==> config.mk <==
export PLATFORM = sky130hd
export DESIGN_NAME = sha256_msg_padder_flat
export DESIGN_NICKNAME = d
export VERILOG_FILES = /design/src/rtl/sha256_pkg.sv /design/src/rtl/sha256_msg_padder_if.sv /design/src/rtl/sha256_pad_buffer.sv /design/src/rtl/sha256_msg_padder.sv /design/src/flat_wrapper.sv
export SDC_FILE = /design/constraint.sdc
export NUM_CORES = 1
export LEC_CHECK = 0
export ABC_CLOCK_PERIOD_IN_PS = 4100
export CAP_MARGIN = 20
export CORE_UTILIZATION = 42
export CTS_CLUSTER_DIAMETER = 60
export CTS_CLUSTER_SIZE = 40
export DETAILED_ROUTE_END_ITERATION = 10
export GPL_TIMING_DRIVEN = 0
export PLACE_DENSITY = 0.68
export SETUP_SLACK_MARGIN = 0.1
export SYNTH_ARGS = -nofsm -noshare
export SYNTH_HDL_FRONTEND = slang
export SYNTH_HIERARCHICAL = 1
export SYNTH_SLANG_ARGS = --single-unit
==> constraint.sdc <==
create_clock -name clock -period 4.1 [get_ports clock]
set_clock_uncertainty 0.15 [all_clocks]
set_input_delay 0.615 -clock clock [delete_from_list [all_inputs] [get_ports clock]]
set_output_delay 0.615 -clock clock [all_outputs]
set_load 0.05 [all_outputs]
==> src/rtl/sha256_pkg.sv <==
// Shared constants, state encoding and helpers for the SHA-256 message padder.
package sha256_pkg;

  localparam int BLOCK_BITS     = 512;
  localparam int BLOCK_BYTES    = 64;
  localparam int LEN_FIELD_BITS = 64;
  localparam int LEN_FIT_MAX    = 55;
  localparam int POS_W          = $clog2(BLOCK_BYTES);

  typedef enum logic [2:0] {
    ST_IDLE,
    ST_FILL,
    ST_PAD,
    ST_EMIT,
    ST_LENBLK
  } pad_state_t;

  // Message length in bytes -> 64-bit bit count for the trailing length field.
  function automatic logic [LEN_FIELD_BITS-1:0] bit_length(input logic [31:0] len_bytes);
    return {29'd0, len_bytes, 3'b000};
  endfunction

endpackage

==> src/rtl/sha256_msg_padder_if.sv <==
// Byte-in / block-out handshake bundle of the SHA-256 message padder.
interface sha256_msg_padder_if #(
  parameter int MAX_MSG_BYTES = 1024,
  parameter int LEN_W         = $clog2(MAX_MSG_BYTES + 1)
);

  logic             start;
  logic [LEN_W-1:0] msg_len;
  logic             err;
  logic             busy;
  logic             byte_valid;
  logic [7:0]       byte_data;
  logic             byte_ready;
  logic             block_valid;
  logic             block_ready;
  logic [511:0]     block_data;
  logic             block_last;

  // master: message source plus block consumer; slave: the padder itself.
  modport master (
    output start, msg_len, byte_valid, byte_data, block_ready,
    input  err, busy, byte_ready, block_valid, block_data, block_last
  );

  modport slave (
    input  start, msg_len, byte_valid, byte_data, block_ready,
    output err, busy, byte_ready, block_valid, block_data, block_last
  );

endinterface

==> src/rtl/sha256_pad_buffer.sv <==
// 512-bit block buffer: byte write at index, clear, 0x80 marker and length insert.
module sha256_pad_buffer
  import sha256_pkg::*;
(
  input  logic                      clock,
  input  logic                      reset,
  input  logic                      clear,
  input  logic                      wr_en,
  input  logic                      mark_en,
  input  logic [POS_W-1:0]          wr_idx,
  input  logic [7:0]                wr_byte,
  input  logic                      len_en,
  input  logic [LEN_FIELD_BITS-1:0] len_bits,
  output logic [BLOCK_BITS-1:0]     data
);

  logic [BLOCK_BITS-1:0] data_q;
  logic [BLOCK_BITS-1:0] data_d;

  // Byte i occupies bits [511-8i -: 8], so its lsb is at 504-8i.
  function automatic logic [8:0] byte_lsb(input logic [POS_W-1:0] idx);
    return 9'(BLOCK_BITS - 8) - {idx, 3'b000};
  endfunction

  always_comb begin
    data_d = clear ? '0 : data_q;
    if (wr_en)   data_d[byte_lsb(wr_idx) +: 8] = wr_byte;
    if (mark_en) data_d[byte_lsb(wr_idx) +: 8] = 8'h80;
    if (len_en)  data_d[LEN_FIELD_BITS-1:0]    = len_bits;
  end

  always_ff @(posedge clock) begin
    if (reset) data_q <= '0;
    else       data_q <= data_d;
  end

  assign data = data_q;

endmodule

==> src/rtl/sha256_msg_padder.sv <==
// Streaming SHA-256 padder: bytes in, padded 512-bit blocks out, arbitrary length.
module sha256_msg_padder
  import sha256_pkg::*;
#(
  parameter int MAX_MSG_BYTES = 1024,
  parameter int LEN_W         = $clog2(MAX_MSG_BYTES + 1)
) (
  input logic                clock,
  input logic                reset,
  sha256_msg_padder_if.slave bus
);

  pad_state_t       state_q, state_d;
  logic [LEN_W-1:0] len_q, len_d;
  logic [LEN_W-1:0] rem_q, rem_d;
  logic [POS_W-1:0] pos_q, pos_d;
  logic             last_q, last_d;
  logic             pend_q, pend_d;
  logic             pad_done_q, pad_done_d;
  logic             err_q, err_d;

  logic             byte_ready_c;
  logic             buf_clear, buf_wr, buf_mark, buf_len_wr;
  logic [BLOCK_BITS-1:0] buf_data;

  sha256_pad_buffer u_buf (
    .clock    (clock),
    .reset    (reset),
    .clear    (buf_clear),
    .wr_en    (buf_wr),
    .mark_en  (buf_mark),
    .wr_idx   (pos_q),
    .wr_byte  (bus.byte_data),
    .len_en   (buf_len_wr),
    .len_bits (bit_length(32'(len_q))),
    .data     (buf_data)
  );

  always_ff @(posedge clock) begin
    if (reset) begin
      state_q    <= ST_IDLE;
      len_q      <= '0;
      rem_q      <= '0;
      pos_q      <= '0;
      last_q     <= 1'b0;
      pend_q     <= 1'b0;
      pad_done_q <= 1'b0;
      err_q      <= 1'b0;
    end else begin
      state_q    <= state_d;
      len_q      <= len_d;
      rem_q      <= rem_d;
      pos_q      <= pos_d;
      last_q     <= last_d;
      pend_q     <= pend_d;
      pad_done_q <= pad_done_d;
      err_q      <= err_d;
    end
  end

  always_comb begin
    state_d      = state_q;
    len_d        = len_q;
    rem_d        = rem_q;
    pos_d        = pos_q;
    last_d       = last_q;
    pend_d       = pend_q;
    pad_done_d   = pad_done_q;
    err_d        = 1'b0;
    byte_ready_c = 1'b0;
    buf_clear    = 1'b0;
    buf_wr       = 1'b0;
    buf_mark     = 1'b0;
    buf_len_wr   = 1'b0;

    unique case (state_q)
      ST_IDLE: begin
        if (bus.start) begin
          if (bus.msg_len > LEN_W'(MAX_MSG_BYTES)) begin
            err_d = 1'b1;
          end else begin
            len_d      = bus.msg_len;
            rem_d      = bus.msg_len;
            pos_d      = '0;
            last_d     = 1'b0;
            pend_d     = 1'b0;
            pad_done_d = 1'b0;
            buf_clear  = 1'b1;
            state_d    = ST_FILL;
          end
        end
      end

      ST_FILL: begin
        byte_ready_c = (rem_q != '0);
        if (rem_q == '0) begin
          state_d = ST_PAD;
        end else if (bus.byte_valid) begin
          buf_wr = 1'b1;
          pos_d  = pos_q + POS_W'(1);
          rem_d  = rem_q - LEN_W'(1);
          // A full block takes priority; pos wraps to 0 through the 6-bit counter.
          if (pos_q == POS_W'(BLOCK_BYTES - 1)) state_d = ST_EMIT;
          else if (rem_q == LEN_W'(1))          state_d = ST_PAD;
        end
      end

      ST_PAD: begin
        buf_mark   = 1'b1;
        pad_done_d = 1'b1;
        if (pos_q <= POS_W'(LEN_FIT_MAX)) begin
          buf_len_wr = 1'b1;
          last_d     = 1'b1;
        end else begin
          pend_d = 1'b1;
        end
        state_d = ST_EMIT;
      end

      ST_EMIT: begin
        if (bus.block_ready) begin
          if (last_q) begin
            last_d  = 1'b0;
            state_d = ST_IDLE;
          end else if (pend_q) begin
            pend_d  = 1'b0;
            state_d = ST_LENBLK;
          end else if (rem_q != '0) begin
            buf_clear = 1'b1;
            state_d   = ST_FILL;
          end else begin
            // Length was a multiple of 64: marker and length go in a fresh block.
            buf_clear = 1'b1;
            pos_d     = '0;
            state_d   = ST_PAD;
          end
        end
      end

      ST_LENBLK: begin
        buf_clear  = 1'b1;
        buf_len_wr = 1'b1;
        last_d     = 1'b1;
        state_d    = ST_EMIT;
      end

      default: state_d = ST_IDLE;
    endcase
  end

  assign bus.byte_ready  = byte_ready_c;
  assign bus.block_valid = (state_q == ST_EMIT);
  assign bus.block_last  = (state_q == ST_EMIT) && last_q;
  assign bus.block_data  = buf_data;
  assign bus.busy        = (state_q != ST_IDLE);
  assign bus.err         = err_q;

endmodule

==> src/flat_wrapper.sv <==
// flat-port wrapper written by rule: the top's interface ports become plain ports
module sha256_msg_padder_flat import sha256_pkg::*;
#(
  parameter int MAX_MSG_BYTES = 1024,
  parameter int LEN_W         = $clog2(MAX_MSG_BYTES + 1)
)
  (clock, reset, bus_start, bus_msg_len, bus_byte_valid, bus_byte_data, bus_block_ready, bus_err, bus_busy, bus_byte_ready, bus_block_valid, bus_block_data, bus_block_last);
  sha256_msg_padder_if #(.MAX_MSG_BYTES(MAX_MSG_BYTES), .LEN_W(LEN_W)) bus_i ();
  input logic clock;
  input logic reset;
  input wire logic [$bits(bus_i.start)-1:0] bus_start;
  input wire logic [$bits(bus_i.msg_len)-1:0] bus_msg_len;
  input wire logic [$bits(bus_i.byte_valid)-1:0] bus_byte_valid;
  input wire logic [$bits(bus_i.byte_data)-1:0] bus_byte_data;
  input wire logic [$bits(bus_i.block_ready)-1:0] bus_block_ready;
  output wire logic [$bits(bus_i.err)-1:0] bus_err;
  output wire logic [$bits(bus_i.busy)-1:0] bus_busy;
  output wire logic [$bits(bus_i.byte_ready)-1:0] bus_byte_ready;
  output wire logic [$bits(bus_i.block_valid)-1:0] bus_block_valid;
  output wire logic [$bits(bus_i.block_data)-1:0] bus_block_data;
  output wire logic [$bits(bus_i.block_last)-1:0] bus_block_last;
  assign bus_i.start = bus_start;
  assign bus_i.msg_len = bus_msg_len;
  assign bus_i.byte_valid = bus_byte_valid;
  assign bus_i.byte_data = bus_byte_data;
  assign bus_i.block_ready = bus_block_ready;
  assign bus_err = bus_i.err;
  assign bus_busy = bus_i.busy;
  assign bus_byte_ready = bus_i.byte_ready;
  assign bus_block_valid = bus_i.block_valid;
  assign bus_block_data = bus_i.block_data;
  assign bus_block_last = bus_i.block_last;
  sha256_msg_padder #(.MAX_MSG_BYTES(MAX_MSG_BYTES), .LEN_W(LEN_W)) u_core (.clock(clock), .reset(reset), .bus(bus_i));
endmodule
Yosys cells after proc, flatten, opt, wreduce, memory -nomap -nowiden. Index checks and enable logic that the tools add are counted.

Bits of input ports: 24. Word-level logic and storage cells: 111. Register bits after elaboration: 546.

Magnitude comparators: 2. Add/subtract/negate cells: 4. Reductions and logical operators: 18. Equality and inequality tests: 18. Multiplexer cells: 54. Bitwise logic cells: 3. Shift operators: 3.

Operators by type and width (number): $mux 512 (3); $bwmux 512 (2); $shift 8x11->512 const A (1); $shiftx 8x11->512 (1); $shiftx 8x11->512 const A (1); $mux 6 (8); $mux 11 (4); $mux 3 (9); $pmux 11 s2 (1); $mux 1 (19); $ne 2x2->1 const B (9); $pmux 6 s3 (1); $reduce_and 5->1 (3); $mux 14 (1); $pmux 3 s4 (1); $eq 11x1->1 const B (1); $gt 11x11->1 const B (1); $logic_not 11->1 (1); $neg 9->11 (1); $reduce_bool 11->1 (1); $sub 11x1->11 const B (1); $reduce_and 9->1 (1); $reduce_bool 3->1 (3); $sub 9x9->9 const A (1); 22 further kinds (27).

Longest topological paths before layout.
Depth in word-level cells: 10. Mapped depth: 14. Gate-level depth less buffers: 12.

Cells and area by module. Netlist, hierarchy kept.

Modules (own cells, without submodules): sha256_pad_buffer (instances 1, cells an instance 2716, area each 21849.7 um^2); sha256_msg_padder (instances 1, cells an instance 264, area each 1978.1 um^2).

Least setup slack after synthesis. OpenSTA, ideal clock, no wires.

Path kind: flip-flop to flip-flop. From: reg u_core.rem_q[0]. To: reg u_core.u_buf.data_q[101] (netlist: u_core/u_buf/data[101]). Setup time: 0.131 ns. Buffers on the path: 3. Cell stages (with the launch flop): 15. Period minus slack after synthesis: 3.311 ns. Arrival: 3.030 ns. Setup slack: 0.789 ns. Required time: 3.819 ns. Cell sequence: dfxtp_1 -> inv_1 -> ha_1 -> or3b_2 -> clkbuf_1 -> o31ai_4 -> or2_4 -> inv_4 -> clkbuf_1 -> o2111ai_2 -> a211oi_2 -> clkbuf_1 -> nor3b_1 -> a21oi_1 -> nor2_1.

Longest elaborated chain between the ends: 6.

Ends and longest elaborated chain: start, declared (line sha256_msg_padder.sv:15) `logic [LEN_W-1:0] rem_q, rem_d;`; start signal, assigned (line sha256_msg_padder.sv:52) `rem_q <= rem_d;`; $logic_not 11->1 (*) (line sha256_msg_padder.sv:96) `if (rem_q == '0) begin`; $mux 1 (*) (line sha256_msg_padder.sv:96); $mux 1 (*) (line sha256_msg_padder.sv:76) `unique case (state_q)`; via u_core.buf_wr (line sha256_msg_padder.sv:23) `logic buf_clear, buf_wr, buf_mark, buf_len_wr;`; $mux 512 (*) (line sha256_pad_buffer.sv:27) `if (wr_en) data_d[byte_lsb(wr_idx) +: 8] = wr_byte;`; $bwmux 512 (line sha256_pad_buffer.sv:28) `if (mark_en) data_d[byte_lsb(wr_idx) +: 8] = 8'h80;`; $mux 512 (*) (line sha256_pad_buffer.sv:28); end signal, assigned (line sha256_pad_buffer.sv:34) `else data_q <= data_d;`; end, declared (line sha256_pad_buffer.sv:17) `logic [BLOCK_BITS-1:0] data_q;`.

The timed path passes the listed nets; every way through them passes the cells marked *. A chain may end at the register's enable or synchronous reset.

Final worst setup path.
From: reg u_core.pos_q[1]. To: reg u_core.u_buf.data_q[36] (netlist: u_core/u_buf/data[36]).

Longest elaborated chain between the ends: 7. Elaborated cells between the ends (all ways): 13. Classes of those cells: add/sub: 2; order compare: 1; shift: 3; mux: 6; reduce/logical: 1.

Ends and longest elaborated chain: start, declared (line sha256_msg_padder.sv:16) `logic [POS_W-1:0] pos_q, pos_d;`; start signal, assigned (line sha256_msg_padder.sv:53) `pos_q <= pos_d;`; $sub 9x9->9 (line sha256_pad_buffer.sv:22) `return 9'(BLOCK_BITS - 8) - {idx, 3'b000};`; $neg 9->11 (line sha256_pad_buffer.sv:27, sha256_pad_buffer.sv:28); $shiftx 8x11->512 / $shift 8x11->512 (equally long branches) (line sha256_pad_buffer.sv:27, sha256_pad_buffer.sv:28); $bwmux 512 (line sha256_pad_buffer.sv:27); $mux 512 (line sha256_pad_buffer.sv:27); $bwmux 512 (line sha256_pad_buffer.sv:28); $mux 512 (line sha256_pad_buffer.sv:28).

Parallel ways exist; a longest one is shown, timed or not.

==> results_tabular.tex <==
\begin{tabular}{lr}
\hline
Metric & Value \\
\hline
\multicolumn{2}{l}{\textbf{Place}} \\
Half-perimeter wire length after detailed placement & 94.59 mm \\
Placed cell area & between 0.03 and 0.04 mm2 \\
Final RePlAce weighted congestion & a little over 1 \\
IO Port Bufs & 538 \\
DP Cell Count & 4,329 \\
\multicolumn{2}{l}{\textbf{Run}} \\
Max cap viols & 0 \\
\multicolumn{2}{l}{\textbf{Layout}} \\
Total area of sequential cells & approximately 0.011 mm2 \\
Post-layout instance count excluding filler cells & $\sim$4,400 \\
Final std cell area, no fill & around 0.033 mm2 \\
Share of post-route cells with drive strength above 1 & 0.08952 \\
Filler Cells Inserted & 5,050 \\
Total area of multi-input combinational cells & about 0.012 mm2 \\
Area growth, synth to finish & 37.43\% \\
Total inserted antenna cells & 0 \\
Total number of nets in the final design & 3,671 \\
\multicolumn{2}{l}{\textbf{STA}} \\
Post-layout worst setup margin & -36.27 ps \\
Final Slew Violations & 0 \\
Relative slew margins & 0.1003 \\
Slew of the pin with the lowest slew margin & $\sim$1300 ps \\
Fmax achieved & between 200 and 250 MHz \\
Hold Worst Slack & between 300 and 400 ps \\
Setup violations, final & 1 \\
Time the worst path needs with I/O delays and setup & approximately 4100 ps \\
Final worst-path cycle share & 1.009 \\
RSZ-0062 raised after global routing & true \\
Final hold viol count & 0 \\
\multicolumn{2}{l}{\textbf{Synthesis}} \\
Post-synthesis instance area & 0.02383 mm2 \\
Cell type with the highest aggregate area in the netlist & sky130\_fd\_sc\_hd\_\_dfxtp\_1 \\
Synth async-reset ratio & 0 \\
Sequential element share of the synthesized area & 0.4587 \\
Post-synth top area share & 0.4587 \\
Seq cells post-synth & 546 \\
Yosys Warn Count & 6 \\
Number of instances in the synthesized netlist & roughly 3,000 \\
Synth area leaders & sky130\_fd\_sc\_hd\_\_dfxtp\_1 (46\%), sky130\_fd\_sc\_hd\_\_nand3\_1 (9.1\%), sky130\_fd\_sc\_hd\_\_a21oi\_1 (8.9\%) \\
Flip-flop cell with the highest count after synthesis & sky130\_fd\_sc\_hd\_\_dfxtp\_1 \\
Post-synthesis cell type count & 86 \\
Number of flops mapped to enable cells by yosys & 0 \\
Mean post-synth cell area & 7.996 um2 \\
\multicolumn{2}{l}{\textbf{Detailed routing}} \\
Count of antenna-violating nets left after detailed routing & 0 \\
Wire length per cell after detailed routing & 28.02 um \\
DR iter-0 viols & $\sim$3,600 \\
Total Routed Length & between 100 and 150 mm \\
Length of the first detailed-routing pass in iterations & 6 \\
Vias per std cell & approximately 6.3 \\
Total via count in the routed design & roughly 28,000 \\
Count of unresolved DRC violations after routing & 0 \\
\multicolumn{2}{l}{\textbf{CTS}} \\
TritonCTS clock tree & yes \\
Clk Tree Root Cell & sky130\_fd\_sc\_hd\_\_clkbuf\_16 \\
Bufs on Longest Clock Path & 3 \\
Clk pin slew, worst setup/hold paths & about 80 ps \\
CTS H-tree depth & 2 \\
Count of hold buffers inserted by post-cts repair & 0 \\
Insertion delay of the later-clocked pin in the worst-skew pair & 620 ps \\
Sinks on Clock Net & around 550 \\
TritonCTS buffer count & between 40 and 50 \\
\multicolumn{2}{l}{\textbf{Outcome}} \\
Violations in the final reports & negative setup slack \\
Result of the run & finished with violations \\
\multicolumn{2}{l}{\textbf{Global route}} \\
First-pass GRT wire length & about 180 mm \\
Antenna violations before repair & 4 \\
Residual overflow from global routing & 0 \\
Via count of the first global-routing pass & between 20,000 and 30,000 \\
Pin count of the biggest net entering global routing & 31 \\
Overall track demand over capacity in global routing & 0.4154 \\
\multicolumn{2}{l}{\textbf{Worst setup path}} \\
Data arrival time of the critical path & around 4400 ps \\
WP data required & about 4400 ps \\
Max Fanout on Critical Path & 10 \\
Type of origin of the critical path & flop \\
Critical path start-end classification & reg2reg \\
Crit end category & flop \\
\multicolumn{2}{l}{\textbf{Power and ir drop}} \\
Leakage power & roughly 11 nW \\
Worst IR drop on VDD & between 0.5 and 0.6 mV \\
Power Total & approximately 0.014 W \\
PwrDens & approximately 420 mW/mm2 \\
\multicolumn{2}{l}{\textbf{Floorplanning}} \\
Site row count & 86 \\
Initial Util & 0.4292 \\
Die width & between 200 and 250 um \\
Total die area & slightly below 0.06 mm2 \\
Die height & 240.2 um \\
Area of the core region & between 0.05 and 0.06 mm2 \\
Number of ports placed on the die boundary & around 540 \\
\multicolumn{2}{l}{\textbf{Worst hold path}} \\
HP Class & reg2reg \\
\hline
\end{tabular}
-- cells in the final DEF (no fill, tap or decap), drive strengths merged, types with 18 or more instances in the layout --
| master | n |
|---|---|
| nor2 | 155 |
| o311ai | 20 |
| inv | 44 |
| o21ai | 61 |
| and3 | 43 |
| nor3b | 18 |
| buf | 69 |
| a211oi | 35 |
| nand2 | 418 |
| a31oi | 49 |
| clkdlybuf4s50 | 538 |
| nor3 | 97 |
| or3 | 31 |
| a21oi | 428 |
| nor2b | 21 |
| clkbuf | 232 |
| a31o | 32 |
| nor4 | 19 |
| o211ai | 32 |
| nand3 | 431 |
| conb | 53 |
| dfxtp | 546 |
| o21bai | 39 |
| a22oi | 35 |
-- worst paths after layout --
path / slack, ps / end / depth (start not counted) / start
max: -40 / u_core/u_buf/data[36] / 9 / u_core/pos_q[1]
min: 320 / u_core/len_q[6] / 2 / u_core/len_q[6]
max reg2reg: -40 / u_core/u_buf/data[36] / 9 / u_core/pos_q[1]
min reg2reg: 320 / u_core/len_q[6] / 2 / u_core/len_q[6]
-- worst max-delay path, cell delays in order (launching register included) --
cell	delay (ps)
sky130_fd_sc_hd__dfxtp_1	610
sky130_fd_sc_hd__ha_1	270
sky130_fd_sc_hd__buf_4	260
sky130_fd_sc_hd__a21boi_0	290
sky130_fd_sc_hd__a32oi_1	270
sky130_fd_sc_hd__nand2_1	450
sky130_fd_sc_hd__buf_2	390
sky130_fd_sc_hd__nand2_1	480
sky130_fd_sc_hd__o21ai_2	600
sky130_fd_sc_hd__o21ai_1	190
-- registers in the layout (all words and copies together), names as in the netlist --
| signal | flops |
|---|---|
| u_core/len_q | 11 |
| u_core/rem_q | 11 |
| u_core/pos_q | 6 |
| u_core/bus.err | 1 |
| u_core/u_buf/data | 512 |
| u_core/last_q | 1 |
| u_core/state_q | 3 |
| u_core/pend_q | 1 |
-- kinds of logic (layout without fill, tap and decap cells) --
logic type | count (synthesis) | after routing | synth area share
DFF | 546 | 546 | 0.4587
and+or+nand+nor | 1300 | 1300 | 0.2600
muxes | 19 | 19 | 0.008349
adders and majority gates | 6 | 6 | 0.003151
xor gates and xnor gates | 7 | 7 | 0.003361
buffers and inverters | 257 | 900 | 0.04269
other | 1 | 53 | 0.0001574
AOI/OAI and AO/OA | 844 | 844 | 0.2236
-- routing by layer --
layer  vias to the layer above  wire [um]  track usage
li1                      12090          -            -
met1                     13280      47140       0.5265
met2                      1940      54400       0.6456
met3                       365      15220       0.1152
met4                         4       7143       0.2085
met5                         -         24            0
-- synth_stat cells, types with 6 or more instances --
cell type / instances
sky130_fd_sc_hd__a211oi_1: 30
sky130_fd_sc_hd__a21o_1: 15
sky130_fd_sc_hd__a21oi_1: 426
sky130_fd_sc_hd__a221o_1: 14
sky130_fd_sc_hd__a221oi_1: 7
sky130_fd_sc_hd__a22oi_1: 35
sky130_fd_sc_hd__a311oi_1: 6
sky130_fd_sc_hd__a31o_2: 32
sky130_fd_sc_hd__a31oi_1: 49
sky130_fd_sc_hd__a32oi_1: 13
sky130_fd_sc_hd__a41o_1: 6
sky130_fd_sc_hd__and2_1: 11
sky130_fd_sc_hd__and3_1: 43
sky130_fd_sc_hd__buf_1: 14
sky130_fd_sc_hd__buf_2: 24
sky130_fd_sc_hd__clkbuf_1: 187
sky130_fd_sc_hd__dfxtp_1: 546
sky130_fd_sc_hd__ha_1: 6
sky130_fd_sc_hd__inv_1: 25
sky130_fd_sc_hd__mux2_2: 7
sky130_fd_sc_hd__mux2i_1: 12
sky130_fd_sc_hd__nand2_1: 418
sky130_fd_sc_hd__nand2b_1: 9
sky130_fd_sc_hd__nand3_1: 431
sky130_fd_sc_hd__nand4_1: 13
sky130_fd_sc_hd__nor2_1: 150
sky130_fd_sc_hd__nor2b_1: 21
sky130_fd_sc_hd__nor3_1: 92
sky130_fd_sc_hd__nor3b_1: 18
sky130_fd_sc_hd__nor4_1: 17
sky130_fd_sc_hd__o211ai_1: 32
sky130_fd_sc_hd__o21a_1: 6
sky130_fd_sc_hd__o21ai_0: 46
sky130_fd_sc_hd__o21ai_1: 14
sky130_fd_sc_hd__o21bai_1: 39
sky130_fd_sc_hd__o311ai_0: 20
sky130_fd_sc_hd__o32ai_1: 6
sky130_fd_sc_hd__or2_2: 8
sky130_fd_sc_hd__or3_1: 31
sky130_fd_sc_hd__or3b_2: 9
sky130_fd_sc_hd__xnor2_1: 6
-- metrics by stage --
stage | TNS (ps) | setup WS, ps | util
3_3_place_gp | -321190 | -1271 | 0.5465
2_1_floorplan | 0 | 788.7 | -
4_1_cts | -44.54 | -11.19 | 0.5832
3_5_place_dp | -326860 | -1294 | 0.5500
5_1_grt | 0 | 89.89 | 0.5898
6_report | -36.27 | -36.27 | 0.5898
-- where the power goes --
group	internal [W]	switching [W]	total, W
Sequential	0.00550	0.000182	0.00568
Clock	0.00220	0.00251	0.00472
Combinational	0.000901	0.00259	0.00349
Total	0.00860	0.00529	0.0139
-- final cells by class --
| class | instances | share of cell area |
|---|---|---|
| multi-input combinational | 2229 | 0.3806 |
| sequential | 546 | 0.3338 |
| timing repair buffer | 566 | 0.1745 |
| clock buffer | 45 | 0.03370 |
| buffer | 230 | 0.03026 |
| tap | 748 | 0.02858 |
| clock inverter | 33 | 0.01544 |
| inverter | 26 | 0.003171 |
-- repair_timing --
item / CTS / global route
pin swaps: 3 / 3
resized for setup: 64 / 95
endpoints found under the setup margin: 436 / 431
buffers inserted: 5 / 12
gates cloned: 0 / 0
(Power assumes the default switching activity.)
